File: src/rtl/multicycle_pkg.sv
// Shared definitions for the multi-cycle RV32I-subset sequencer: state
// encodings, opcode constants and ALUOp codes.
package multicycle_pkg;

    typedef enum logic [3:0] {
        S_IDLE   = 4'd0,
        S_FETCH  = 4'd1,
        S_DECODE = 4'd2,
        S_EXEC_R = 4'd3,
        S_EXEC_I = 4'd4,
        S_ADDR   = 4'd5,
        S_MEM_LD = 4'd6,
        S_MEM_ST = 4'd7,
        S_WB_ALU = 4'd8,
        S_WB_MEM = 4'd9,
        S_BRANCH = 4'd10,
        S_ERROR  = 4'd11,
        S_TRAP   = 4'd12
    } state_t;

    localparam logic [6:0] OP_R_TYPE = 7'b0110011;
    localparam logic [6:0] OP_I_ALU  = 7'b0010011;
    localparam logic [6:0] OP_LOAD   = 7'b0000011;
    localparam logic [6:0] OP_STORE  = 7'b0100011;
    localparam logic [6:0] OP_BRANCH = 7'b1100011;

    localparam logic [1:0] ALU_ADD    = 2'b00;
    localparam logic [1:0] ALU_BRCMP  = 2'b01;
    localparam logic [1:0] ALU_RFUNCT = 2'b10;
    localparam logic [1:0] ALU_IFUNCT = 2'b11;

    // States that hold a request on the shared memory port.
    function automatic logic is_mem_req(input state_t s);
        return (s == S_FETCH) || (s == S_MEM_LD) || (s == S_MEM_ST);
    endfunction

endpackage

File: src/rtl/mem_wait_timer.sv
// Memory wait counter: counts unanswered request cycles and flags the
// MEM_TIMEOUT-th consecutive one, so the FSM can give up on the memory.
module mem_wait_timer #(
    parameter int MEM_TIMEOUT = 15,
    parameter int WAIT_W      = 8
) (
    input  logic Clock,
    input  logic Reset,
    input  logic clear,
    input  logic busy,
    output logic expired
);

    localparam logic [WAIT_W-1:0] LAST_WAIT = WAIT_W'(MEM_TIMEOUT - 1);

    logic [WAIT_W-1:0] cnt_q;
    logic [WAIT_W-1:0] cnt_d;

    always_comb begin
        // NOTE: default first so every path assigns cnt_d and no latch is inferred.
        cnt_d = cnt_q;
        if (clear) begin
            cnt_d = '0;
        end else if (busy && (cnt_q != '1)) begin
            cnt_d = cnt_q + WAIT_W'(1);
        end
    end

    // NOTE: state registers use non-blocking assignments only.
    always_ff @(posedge Clock or posedge Reset) begin
        if (Reset) begin
            cnt_q <= '0;
        end else begin
            cnt_q <= cnt_d;
        end
    end

    // cnt_q holds the misses before this cycle; a miss now makes MEM_TIMEOUT.
    assign expired = busy && (cnt_q == LAST_WAIT);

endmodule

File: src/rtl/multicycle_control.sv
// Moore-style multi-cycle control FSM for an RV32I subset (R, I-ALU, load,
// store, branch). Optional MULTICYCLE_ILLEGAL_TRAP_EN traps unsupported opcodes.
module multicycle_control
    import multicycle_pkg::*;
#(
    parameter int MEM_TIMEOUT = 15,
    parameter int WAIT_W      = 8
) (
    input  logic       Clock,
    input  logic       Reset,
    input  logic [6:0] Opcode,
    input  logic       Zero,
    input  logic       MemReady,
    output logic       PCWrite,
    output logic       PCBranchWrite,
    output logic       IRWrite,
    output logic       IorD,
    output logic       MemRead,
    output logic       MemWrite,
    output logic       ALUSrc,
    output logic [1:0] ALUOp,
    output logic       RegWrite,
    output logic       MemToReg,
    output logic       Branch,
    output logic       MemError,
`ifdef MULTICYCLE_ILLEGAL_TRAP_EN
    output logic       IllegalInstr,
`endif
    output logic [3:0] StateOut
);

    state_t     state_q;
    state_t     state_d;
    logic [6:0] op_q;
    logic [6:0] op_d;
    logic       wait_clear;
    logic       wait_busy;
    logic       wait_expired;

    assign wait_busy  = is_mem_req(state_q) && !MemReady;
    // Any state change is an entry into the new state, so the count restarts.
    assign wait_clear = (state_d != state_q);

    mem_wait_timer #(
        .MEM_TIMEOUT(MEM_TIMEOUT),
        .WAIT_W     (WAIT_W)
    ) u_wait (
        .Clock  (Clock),
        .Reset  (Reset),
        .clear  (wait_clear),
        .busy   (wait_busy),
        .expired(wait_expired)
    );

    always_comb begin
        state_d = state_q;
        op_d    = op_q;
        unique case (state_q)
            S_IDLE: state_d = S_FETCH;
            S_FETCH: begin
                if (MemReady)          state_d = S_DECODE;
                else if (wait_expired) state_d = S_ERROR;
            end
            S_DECODE: begin
                op_d = Opcode;
                case (Opcode)
                    OP_R_TYPE:          state_d = S_EXEC_R;
                    OP_I_ALU:           state_d = S_EXEC_I;
                    OP_LOAD, OP_STORE:  state_d = S_ADDR;
                    OP_BRANCH:          state_d = S_BRANCH;
`ifdef MULTICYCLE_ILLEGAL_TRAP_EN
                    default:            state_d = S_TRAP;
`else
                    default:            state_d = S_FETCH;
`endif
                endcase
            end
            S_EXEC_R, S_EXEC_I: state_d = S_WB_ALU;
            S_WB_ALU, S_WB_MEM, S_BRANCH: state_d = S_FETCH;
            S_ADDR: state_d = (op_q == OP_LOAD) ? S_MEM_LD : S_MEM_ST;
            S_MEM_LD: begin
                if (MemReady)          state_d = S_WB_MEM;
                else if (wait_expired) state_d = S_ERROR;
            end
            S_MEM_ST: begin
                if (MemReady)          state_d = S_FETCH;
                else if (wait_expired) state_d = S_ERROR;
            end
            S_ERROR, S_TRAP: state_d = state_q;
            default: state_d = S_IDLE;
        endcase
    end

    always_ff @(posedge Clock or posedge Reset) begin
        if (Reset) begin
            state_q <= S_IDLE;
            op_q    <= '0;
        end else begin
            state_q <= state_d;
            op_q    <= op_d;
        end
    end

    // Decoded from the registered state, so Reset clears outputs asynchronously.
    always_comb begin
        PCWrite  = 1'b0;
        IRWrite  = 1'b0;
        IorD     = 1'b0;
        MemRead  = 1'b0;
        MemWrite = 1'b0;
        ALUSrc   = 1'b0;
        ALUOp    = ALU_ADD;
        RegWrite = 1'b0;
        MemToReg = 1'b0;
        Branch   = 1'b0;
        case (state_q)
            S_FETCH: begin
                MemRead = 1'b1;
                IRWrite = MemReady;
                PCWrite = MemReady;
            end
            S_EXEC_R: ALUOp = ALU_RFUNCT;
            S_EXEC_I: begin
                ALUSrc = 1'b1;
                ALUOp  = ALU_IFUNCT;
            end
            S_WB_ALU: RegWrite = 1'b1;
            S_ADDR:   ALUSrc = 1'b1;
            S_MEM_LD: begin
                MemRead = 1'b1;
                IorD    = 1'b1;
            end
            S_WB_MEM: begin
                RegWrite = 1'b1;
                MemToReg = 1'b1;
            end
            S_MEM_ST: begin
                MemWrite = 1'b1;
                IorD     = 1'b1;
            end
            S_BRANCH: begin
                Branch = 1'b1;
                ALUOp  = ALU_BRCMP;
            end
            default: ;
        endcase
    end

    assign PCBranchWrite = Branch & Zero;
    assign MemError      = (state_q == S_ERROR);
`ifdef MULTICYCLE_ILLEGAL_TRAP_EN
    assign IllegalInstr  = (state_q == S_TRAP);
`endif
    assign StateOut      = state_q;

endmodule

File: config.mk
export PLATFORM = sky130hd
export DESIGN_NAME = multicycle_control
export DESIGN_NICKNAME = d
export VERILOG_FILES = /design/src/rtl/multicycle_pkg.sv /design/src/rtl/mem_wait_timer.sv /design/src/rtl/multicycle_control.sv
export SDC_FILE = /design/constraint.sdc
export NUM_CORES = 1
export LEC_CHECK = 0
export CAP_MARGIN = 20
export CORE_UTILIZATION = 51
export DETAILED_ROUTE_END_ITERATION = 7
export GPL_ROUTABILITY_DRIVEN = 0
export GPL_TIMING_DRIVEN = 0
export HOLD_SLACK_MARGIN = 0.08
export PLACE_DENSITY = 0.91
export SLEW_MARGIN = 30
export SYNTH_ARGS = -nofsm -noshare
export SYNTH_HDL_FRONTEND = slang
export SYNTH_SLANG_ARGS = --single-unit
File: constraint.sdc
create_clock -name Clock -period 3 [get_ports Clock]
set_input_delay 0.6 -clock Clock [delete_from_list [all_inputs] [get_ports Clock]]
set_output_delay 0.6 -clock Clock [all_outputs]
set_load 0.01 [all_outputs]
==> Word-level counts from Yosys, hierarchy flattened <==
Cells that the tools add are included.
{ "op_classes": {"add_sub_neg": 1, "n_bitwise": 1, "reduce_logical": 16, "n_eq_ne": 21, "muxes": 18} }
{ "op_table": {"columns": ["op", "n"], "rows": [
  ["$pmux W4 S8", 1],
  ["$eq A4 B4 Y1 const B", 5],
  ["$eq A4 B3 Y1 const B", 4],
  ["$mux W4", 4],
  ["$mux W8", 2],
  ["$pmux W4 S4", 1],
  ["$eq A7 B2 Y1 const B", 2],
  ["$eq A7 B6 Y1 const B", 2],
  ["$reduce_or A2 Y1", 7],
  ["$mux W1", 9],
  ["$add A8 B1 Y8 const B", 1],
  ["$eq A4 B2 Y1 const B", 2],
  ["$eq A8 B4 Y1 const B", 1],
  ["$ne A8 B8 Y1 const B", 1],
  ["$eq A7 B5 Y1 const B", 1],
  ["$eq A7 B7 Y1 const B", 1],
  ["$pmux W2 S3", 1],
  ["$eq A4 B1 Y1 const B", 1],
  ["$logic_not A4 Y1", 1],
  ["$ne A4 B4 Y1", 1],
  ["$reduce_or A4 Y1", 1],
  ["$logic_and A1 B1 Y1", 3],
  ["$logic_or A1 B1 Y1", 2],
  ["$reduce_bool A2 Y1", 1],
  ["2 further kinds", 2]
]} }
{ "totals": {"ff_bits": 19, "word_cells": 60, "out_inout_bits": 17} }

==> Depth between registers and ports, before layout <==
Gate-level depths: netlist of run 1.
{ "depth": {"word_depth": 10, "ltp_mapped": 9, "depth_no_buf": 8} }

==> Cells and area by module <==
Synthesis of run 1 repeated with hierarchy kept, for this count alone.
{ "unflattened": {"hier_cells": 150, "area_unflattened_um2": 1353.8} }
{ "modules_own_cells": {"columns": ["mod", "cells_per_inst", "instances", "seq_area_each_um2", "area_each_um2"], "rows": [
  ["multicycle_control", 98, 1, 275.3, 850.8],
  ["mem_wait_timer", 52, 1, 200.2, 503.0]
]} }

==> Least setup slack after synthesis of run 1 <==
OpenSTA, ideal clock, no wires.
{ "synth_timing": {"path_type": "register to register", "start": "register state_q[2] (netlist: StateOut[2])", "end": "register u_wait.cnt_q[1]", "setup_slack_ns": 0.391, "path_stages_with_launch": 9, "arrival_time_ns": 2.502, "path_cell_list": "dfrtp_1 buf_6 nor4b_4 and2_1 a32oi_2 a221oi_2 or4b_1 buf_4 a2111oi_4"} }
{ "synth_via": {"elab_chain_len": 10, "word_cells_on_any_way": 29, "classes_between": "13 x eq/ne; 6 x mux; 10 x reduce/logical"} }
{ "synth_rtl": {"columns": ["item", "line_no", "source"], "rows": [
  ["from (decl)", "multicycle_control.sv:32", "state_t state_q;"],
  ["from (signal assigned)", "multicycle_control.sv:99", "state_q <= state_d;"],
  ["$eq A4 B1 Y1 or $eq A4 B3 Y1 (tied branches)", "multicycle_pkg.sv:34, multicycle_control.sv:58", null],
  ["$logic_or A1 B1 Y1 (2 in a row)", "multicycle_pkg.sv:34", "return (s == S_FETCH) || (s == S_MEM_LD) || (s == S_MEM_ST);"],
  ["$logic_and A1 B1 Y1", "multicycle_control.sv:40", "assign wait_busy = is_mem_req(state_q) && !MemReady;"],
  ["$logic_and A1 B1 Y1", "mem_wait_timer.sv:39", "assign expired = busy && (cnt_q == LAST_WAIT);"],
  ["$mux W4", "multicycle_control.sv:62, multicycle_control.sv:83, multicycle_control.sv:87", null],
  ["$mux W4, on equally long branches", "multicycle_control.sv:86, multicycle_control.sv:61, multicycle_control.sv:82", null],
  ["$pmux W4 S8", "multicycle_control.sv:58", "unique case (state_q)"],
  ["$ne A4 B4 Y1", "multicycle_control.sv:42", "assign wait_clear = (state_d != state_q);"],
  ["$mux W8 or $reduce_bool A2 Y1 (tied branches)", null, null],
  ["to (signal assigned)", "mem_wait_timer.sv:34", "cnt_q <= cnt_d;"],
  ["to (decl)", "mem_wait_timer.sv:16", "logic [WAIT_W-1:0] cnt_q;"]
]} }
Several ways; a longest one is shown, not always the timed one.
A chain may end at the register's enable or synchronous reset.

==> Worst setup path in the final report of run 1 <==
{ "layout_timing": {"start": "register state_q[3] (netlist: StateOut[3])", "end": "output PCWrite"} }
{ "layout_via": {"elab_chain_len": 2} }
{ "layout_rtl": {"columns": ["item", "line_no", "source"], "rows": [
  ["$eq A4 B1 Y1", "multicycle_control.sv:116", "case (state_q)"],
  ["$mux W1", "multicycle_control.sv:116", null],
  ["to (decl)", "multicycle_control.sv:14", "output logic PCWrite,"]
]} }
No other way between the ends.

==> results of run 1 <==
-- through the flow --
stage,hold WS (ns),setup WS [ns],TNS (ns),instances
detailed placement,0.496,-0.0393,-0.0393,211
global route,0.537,0.0112,0,219
floorplan,0.472,0.391,0,155
global placement,0.484,0.00254,0,211
finish,0.524,0.146,0,219
CTS,0.525,0.120,0,215
-- power by group --
group | total [mW] | internal (mW) | leakage (nW) | switching [mW]
logic | 0.877 | 0.422 | 0.435 | 0.455
clock network | 0.140 | 0.0509 | 0.0139 | 0.0889
registers | 0.423 | 0.336 | 0.247 | 0.0878
-- worst min path at each step --
| stage | startpoint | end | slack, ns | cells after the start |
|---|---|---|---|---|
| final | op_q[5] | op_q[5] | 0.52 | 1 |
| after CTS | op_q[5] | op_q[5] | 0.52 | 1 |
| after floorplan | op_q[1] | op_q[1] | 0.47 | 1 |
| after global routing | op_q[6] | op_q[6] | 0.54 | 1 |
| after detailed placement | op_q[5] | op_q[5] | 0.50 | 1 |
| after global placement | op_q[1] | op_q[1] | 0.48 | 1 |
-- kinds of logic (layout without fill, tap and decap cells) --
logic type,after synthesis,in the layout,synth area share (%)
buffers and inverters,15,49,6.85
multiplexers,8,8,6.58
XOR/XNOR,8,8,4.98
AND/OR/NAND/NOR,69,69,28.2
adder cells (fa/ha/maj),2,2,1.78
AO/OA/AOI/OAI,34,34,17.8
flip-flops,19,19,33.8
-- cell usage in the layout, fill, tap and decap left out, drive strengths merged, types with 7 or more instances in the layout --
master,netlist,final
a21oi,10,10
buf,4,8
clkbuf,5,8
clkdlybuf4s50,0,26
dfrtp,19,19
mux2,7,7
nand2,12,12
nor2,17,17
nor3,9,9
o21ai,7,7
-- state kept, by name, indices dropped and copies added, names as in the netlist --
| name | cells |
|---|---|
| u_wait.cnt_q | 8 |
| op_q | 7 |
| StateOut | 4 |
-- cell type report --
type / count / area share (%)
plain buffers: 9 / 4.17
clock buffers: 3 / 1.27
clock inverters: 1 / 0.424
inverters: 6 / 1.27
multi-input cells: 121 / 47.5
flip-flops and latches: 19 / 26.9
well taps: 30 / 2.12
repair buffers: 30 / 16.4
-- worst register-to-register path, cell delays in order (launching register included) --
cell and delay, ns:
dfrtp_1 0.49, nor4b_4 0.53, and2_1 0.26, a32oi_2 0.16, a221oi_2 0.27, or4b_1 0.48, buf_4 0.19, a2111oi_4 0.30
-- routing by layer --
| metal | part of all wire, % | wire length [microns] |
|---|---|---|
| met1 | 43 | 1440 |
| met2 | 51 | 1710 |
| met3 | 4.8 | 161 |
| met4 | 1.3 | 42 |
| met5 | 0 | 0 |
-- repair_timing --
| action | 4_1_cts | 5_1_grt |
|---|---|---|
| resized for setup | 1 | 0 |
| endpoints found under the setup margin | 1 | 1 |
| buffers inserted | 0 | 4 |
| pin swaps | 0 | 1 |
| cloned | 0 | 0 |
| hold endpoints to repair | 0 | 0 |
==> results.json, run 1 <==
{
  "status": "complete, no violations",
  "cts_buffers": 3,
  "p_leak_nw": 0.695,
  "antenna_found_initial": 0,
  "ant_nets": 0,
  "drive_gt1_share_pct": 16.9,
  "io_buffers": 26,
  "gr-usage-met3_pct": 3.33,
  "r2r_start": "StateOut[3]",
  "clockRootBuffer": "clkbuf_4",
  "drc": 0,
  "grt_max_degree": 20,
  "critPathMaxFanout": 10,
  "maxSlewHeadroom_pct": 50.7,
  "synthCells": 155,
  "worstHoldPathType": "flop to flop",
  "path_cells": "clkbuf_1 > inv_1 > and3_1 > buf_4 > clkdlybuf4s50_1",
  "coreArea_sq_um": 2540,
  "diodes": 0,
  "slowest_delay_ns": 0.51,
  "die_h_microns": 54.5,
  "hold_buffers": 0,
  "syn_avg_cell_area_sq_um": 9.07,
  "tightestPinTransition_ns": 0.738,
  "synth_common_cells": "19 x dfrtp_1, 17 x nor2_1, 12 x nand2_1",
  "clock_sinks": 19,
  "clk_pin_slew_ns": 0.12,
  "grt_first_pass_wirelength_mm": 5.50,
  "grt_pass1_vias": 1259,
  "crit_type": "flop to output port",
  "grt_use_met2_pct": 47.2,
  "reg2reg_to": "u_wait.cnt_q[1]",
  "cp-start-kind": "flop",
  "first_pass_iters": 4,
  "drv_slew": 0,
  "synth_fp_nets": 168,
  "top_usage_layer": "met2",
  "multi_input_area_sq_um": 840,
  "rows": 18,
  "endpoint_kind": "output port",
  "max_freq_mhz": 350,
  "cts_buffer_depth": 2,
  "setup-violations-final": 0,
  "fin_area_sq_um": 1770,
  "synth.distinct_cells": 45,
  "wl_per_cell_microns": 15.3,
  "synth_ff_type": "dfrtp_1",
  "track_usage_pct": 25.7,
  "reg2reg_depth": 7,
  "cp.arrival_ns": 2.25,
  "seq_area_frac_synth_pct": 33.8,
  "synth_edf_count": 0,
  "rsz0062_at_grt": "false",
  "post_dp_cell_area_sq_um": 1700,
  "ir_worst_vdd_mv": 0.586,
  "cap_violations": 0,
  "ys_ff_latch": 19,
  "crit_family": "buffers and inverters",
  "ys_warn_count": 0,
  "worst-path-stages": 5,
  "area_growth_pct": 25.8,
  "setup.worst_path.start": "StateOut[3]",
  "yosys.area.top_type_share_pct": 33.8,
  "synth.largest_area_cell": "dfrtp_1",
  "fin_crit_ns": 2.85,
  "clock_latency_ns": 0.31,
  "crit_end": "PCWrite",
  "fin_worst_skew_ns": 0.00949,
  "fp.dieW_microns": 54.5,
  "die_area_sq_um": 2970,
  "cp.buffers_inverters": 4,
  "hold_viol_final": 0,
  "rrSetupSlack_ns": 0.21,
  "gr-total-overflow": 0,
  "fillerInstances": 193,
  "vias": 1316,
  "async_reset_ff_share_pct": 100,
  "synth_most_common_cell": "dfrtp_1",
  "io_pins": 28,
  "crit_slowest_cell": "dfrtp_1",
  "fin_util_pct": 69.5,
  "critPathRequiredTime_ns": 2.40,
  "period_share_pct": 95.1,
  "drt_iter0_markers": 46,
  "power_density_nw_per_um2": 814,
  "avgViaCountPerCell": 6.01,
  "grtUsageMet1_pct": 31.1,
  "synth_area_leaders": "dfrtp_1 34%, mux2_2 5.6%, nor2_1 4.5%",
  "htreeDepth": 1,
  "wirelength_mm": 3.36,
  "final_nets": 203,
  "start_util_pct": 55.3,
  "mappedNetlistArea_sq_um": 1410,
  "place_hpwl_mm": 2.44,
  "tritoncts": "built",
  "totalPowerFinal_mw": 1.44,
  "ff_latch_area_sq_um": 475
}
Power figures use the tool's default switching activity.
==> run 2: changes to the inputs <==
- CELL_PAD_IN_SITES_DETAIL_PLACEMENT: default -> 0
- CELL_PAD_IN_SITES_GLOBAL_PLACEMENT: default -> 2
- CORE_UTILIZATION: 51 -> 31
- SLEW_MARGIN: 30 -> 5
==> run 2 against run 1 <==
Total power hardly changed. Maximum frequency is 0.60% higher. Combinational power is 5.4% lower. Cell area is 0.71% higher. Critical endpoint is now u_wait.cnt_q[1]. Largest cell class unchanged. Highest routed layer unchanged.
==> results.json, run 2 (synthesized netlist as in run 1, its figures left out) <==
{
  "grt_pass1_vias": 1280,
  "crit_type": "flop to flop",
  "holdPathEnd": "op_q[4]",
  "rsz0062_at_grt": "false",
  "diodes": 0,
  "wirelength_mm": 3.41,
  "ant_nets": 0,
  "cap_violations": 0,
  "coreArea_sq_um": 4350,
  "ir_worst_vdd_mv": 0.262,
  "grt_max_degree": 20,
  "max_freq_mhz": 352,
  "setup-violations-final": 0,
  "tightestPinTransition_ns": 0.772,
  "reg2reg_depth": 8,
  "grtUsageMet1_pct": 20.4,
  "finalNonFillerCells": 237,
  "p_leak_nw": 0.683,
  "drc": 0,
  "largest_register_ffs": 8,
  "cts_buffers": 3,
  "r2r_start": "StateOut[2]",
  "endpoint_kind": "flop",
  "cp.arrival_ns": 3.00,
  "clock_sinks": 19,
  "antenna_found_initial": 0,
  "rows": 24,
  "totalPowerFinal_mw": 1.44,
  "top_usage_layer": "met2",
  "avgViaCountPerCell": 5.30,
  "rrSetupSlack_ns": 0.16,
  "drv_slew": 0,
  "maxSlewHeadroom_pct": 48.5,
  "drt_iter0_markers": 46,
  "first_pass_iters": 4,
  "clockRootBuffer": "clkbuf_8",
  "grt_use_met2_pct": 25.9,
  "drive_gt1_share_pct": 14.6,
  "die_h_microns": 69.4,
  "worstHoldPathType": "flop to flop",
  "top_register": "u_wait.cnt_q",
  "final_nets": 199,
  "fin_crit_ns": 2.84,
  "period_share_pct": 94.6,
  "reg2reg_to": "u_wait.cnt_q[1]",
  "cts_setup_buffers": 0,
  "start_util_pct": 32.3,
  "dp_slack_ns": -0.0814,
  "tritoncts": "built",
  "cts_buffer_depth": 2,
  "io_pins": 28,
  "vias": 1255,
  "hold_start": "op_q[4]",
  "die_area_sq_um": 4810,
  "place_hpwl_mm": 2.61,
  "fin_area_sq_um": 1780,
  "wl_per_cell_microns": 14.4,
  "mostFrequentLayoutCells": "26 x clkdlybuf4s50_1, 19 x dfrtp_1, 17 x nor2_1",
  "post_dp_cell_area_sq_um": 1730,
  "min_path_cells": 1,
  "htreeDepth": 1,
  "fin_util_pct": 40.9,
  "fp.dieW_microns": 69.4,
  "critPathMaxFanout": 10,
  "hold_viol_final": 0,
  "cp-start-kind": "flop",
  "grt_first_pass_wirelength_mm": 6.03,
  "area_growth_pct": 26.7,
  "clock_latency_ns": 0.26,
  "mostFrequentLayoutCell": "clkdlybuf4s50_1",
  "setup_ws_ns": 0.163,
  "gr-total-overflow": 0,
  "status": "complete, no violations",
  "place_inst": 233,
  "io_buffers": 26,
  "critPathRequiredTime_ns": 3.17,
  "gr-usage-met3_pct": 2.33,
  "clk_pin_slew_ns": 0.08,
  "track_usage_pct": 15.3,
  "fin_worst_skew_ns": 0.0129,
  "power_density_nw_per_um2": 808
}
[run 2: cell types whose count changed in the layout (fill, tap and decap cells not counted), sizes merged]
| cell | change |
|---|---|
| clkbuf | +1 |
| clkinvlp | -1 |
| buf | -4 |
[run 2: layout make-up]
cell class                 instances  area (sq um)
timing repair buffer              26           260
clock buffer                       4          45.0
buffer                             9          73.8
multi-input combinational        121           840
tap                               52          65.1
inverter                           6          22.5
sequential                        19           475
fill                             455          2570
[run 2: how the worst max path moves through the flow]
stage                      startpoint               to  slack (ns)  depth (start not counted)
final                     StateOut[2]  u_wait.cnt_q[1]        0.16                          8
after global routing      StateOut[2]  u_wait.cnt_q[1]       0.004                          8
after CTS                 StateOut[0]          PCWrite        0.09                          5
after detailed placement    Opcode[3]  u_wait.cnt_q[1]       -0.08                          8
after global placement      Opcode[3]  u_wait.cnt_q[1]       -0.04                          8
after floorplan           StateOut[2]  u_wait.cnt_q[1]        0.39                          8
[run 2: worst max-delay path: stages, from the launching register on]
cell	delay [ns]
dfrtp_1	0.39
buf_6	0.15
nor4b_4	0.58
and2_1	0.25
a32oi_2	0.15
a221oi_2	0.28
or4b_1	0.46
buf_4	0.19
a2111oi_4	0.30
[run 2: per-layer routing]
metal | up-vias | routed length [microns]
met4 | 0 | 27
li1 | 622 | -
met3 | 4 | 116
met2 | 27 | 1630
met1 | 602 | 1640
met5 | - | 0
[run 2: stage by stage]
stage	setup TNS (ns)	hold WS [ns]
after floorplan	0	0.472
after global placement	-0.0358	0.485
after detailed placement	-0.0814	0.500
after CTS	0	0.516
after global routing	0	0.534
final	0	0.512
[run 2: power breakdown]
part	switching, mW	internal [mW]
combinational	0.429	0.401
sequential	0.0873	0.336
clock	0.0909	0.0946
total	0.608	0.832
[run 2: what timing repair did]
| item | in CTS | in global routing |
|---|---|---|
| resized for setup | 0 | 1 |
| endpoints found under the setup margin | 0 | 1 |
| hold buffers | 0 | 0 |
==> run 3: changes to the inputs <==
- CTS_CLUSTER_DIAMETER: default -> 40
==> results of run 3 <==
The final DEF is identical to that of run 2; final timing and power are the same.
==> RTL change (settings of run 1) <==
Register the output `MemError`, with the module's reset; this adds one clock of latency there. The other outputs are not delayed to match.
--- a/src/rtl/multicycle_control.sv
+++ b/src/rtl/multicycle_control.sv
@@ -147,7 +147,13 @@
     end
 
     assign PCBranchWrite = Branch & Zero;
-    assign MemError      = (state_q == S_ERROR);
+    always_ff @(posedge Clock or posedge Reset) begin
+        if (Reset) begin
+            MemError <= '0;
+        end else begin
+            MemError <= (state_q == S_ERROR);
+        end
+    end
 `ifdef MULTICYCLE_ILLEGAL_TRAP_EN
     assign IllegalInstr  = (state_q == S_TRAP);
 `endif
Check against the original RTL: no difference found for any inputs over 10 cycles, from zero or initial values and one cycle with Reset high; that may be too few to reach the edited logic, so the function may still have changed.
==> RTL change against run 1 <==
  * Power down 6.6%
  * Wire length down 8.0%
  * Worst setup slack worse by 14 ps
  * Final area down 3.3%
  * Sequential cell count up 1
  * Die area down 2.9%
  * Synthesized area down 3.0%
  * Clock skew down 3.4 ps
  * Critical path type unchanged
  * Largest cell class unchanged
  * Largest power group unchanged
==> RTL change: results (changes against run 1) <==
count of fill cells added during filler insertion 187 (-3.1%); leakage component of the power 0.685 nW (-1.5%); overall global routing resource usage 26.0% (+0.34 points); Post-Route Skew 6.13 ps (-3.36 ps); post-detail-place hpwl 2370 microns (-2.8%); placement-stage cell area 0.00166 sq mm (-2.5%); syn nets 157 (-6.5%); capture point of the critical path ALUOp[1]; share of final-layout standard cells stronger than drive strength 1 14.4% (-2.6 points); pin count of the biggest net entering global routing 21 (+5.0%); deepest level of the CTS H-tree 1 (unchanged); Ys Warns 0 (unchanged); worst voltage drop across the vdd grid 517 uV (-12%); distinct cell type count of the synthesized netlist 47 (+4.4%); part of the total power dissipated in combinational logic 56.1% (-4.8 points); cell count after synthesis 144 (-7.1%); drt initial violations 26 (-43%); max-slew headroom at the worst pin 49.4% (-1.4 points); setup slack of the most critical reg-to-reg path 490 ps (+280 ps); launch point of the worst reg-to-reg path StateOut[3]; sequential share of the synthesized area 36.7% (+2.9 points); top cells by instance count after synthesis sky130_fd_sc_hd__dfrtp_1, sky130_fd_sc_hd__nor2_1, sky130_fd_sc_hd__nand2_1; share of power burned in the clock network 12.1% (+2.4 points); via-per-instance ratio 5.75 (-4.3%); number of global-route vias before repair 1177 (-6.5%); NetSw 0.553 mW (-12%); WL final 3090 microns (-8.0%); Post-Synth Adder-Cell Area 1.83% (+0.056 points); worst setup path start StateOut[0]; status complete, no violations; number of placed instances, taps included 200 (-5.2%); average routed wire per standard cell 15.1 microns (-1.3%); arrival time at the worst endpoint 2270 ps (+20 ps); clock group total power 0.163 mW (+16%); largest cells by area after synthesis sky130_fd_sc_hd__dfrtp_1, sky130_fd_sc_hd__mux2_2, sky130_fd_sc_hd__nor2_1; xor-xnor portion of the synthesized cell area 5.78% (+0.80 points); maximum single-stage delay on the critical path 550 ps (+40 ps); number of nets at the end of the flow 188 (-7.4%); wire length of the first global-routing pass 5350 microns (-2.8%); area fraction in compound gates after synthesis 19.1% (+1.3 points); multiplexer share of the synthesized area 6.61% (+0.022 points); buffers from clock root to sink, at most 2 (unchanged); FF-to-FF path depth 7 (unchanged); length of the first detailed-routing pass in iterations 4 (unchanged)
## RTL change: cell types whose count changed in the layout (fill, tap and decap cells not counted), sizes merged, moves of 3 or more
cell and delta:
buf -5, a21oi -5, xor2 +3, nor3 -5, inv +3, o21a -3
## RTL change: worst min path at each step
stage	cells after the start	end	slack (ps)
6_report	1	op_q[3]	520
5_1_grt	1	op_q[0]	550
4_1_cts	1	op_q[3]	530
3_5_place_dp	1	op_q[3]	500
3_3_place_gp	1	op_q[3]	490
2_1_floorplan	1	op_q[0]	480
## RTL change: cell families after synthesis
logic type                 Yosys count
and+or+nand+nor                     61
AOI/OAI and AO/OA                   27
DFF                                 20
buffers and inverters               17
xor gates and xnor gates             9
muxes                                8
adders and majority gates            2
## RTL change: what timing repair did
item,4_1_cts,5_1_grt
endpoints found under the setup margin,0,3
gates resized for setup,0,4
hold buffers,0,0
## RTL change: final cells by class
type | count | area [sq um] | area share, %
multi-input cells | 107 | 798 | 46.7
flip-flops and latches | 20 | 500 | 29.3
repair buffers | 26 | 260 | 15.2
plain buffers | 8 | 43.8 | 2.56
well taps | 30 | 37.5 | 2.19
clock buffers | 4 | 36.3 | 2.12
inverters | 9 | 33.8 | 1.98
## RTL change: through the flow
| step | hold WS (ps) | worst slack, ps | util (%) |
|---|---|---|---|
| after CTS | 529 | 118 | 67.9 |
| after detailed placement | 501 | 290 | 66.5 |
| after floorplan | 480 | 734 | - |
| after global placement | 491 | 290 | 66.5 |
| final | 523 | 132 | 68.4 |
| after global routing | 550 | 25.9 | 68.4 |
## RTL change: per-layer routing
layer	track usage, %	up-vias	wire length (microns)
li1	-	576	-
met1	30.5	555	1290
met2	47.3	36	1600
met3	3.67	6	141
met4	9.65	0	61
met5	0	-	0
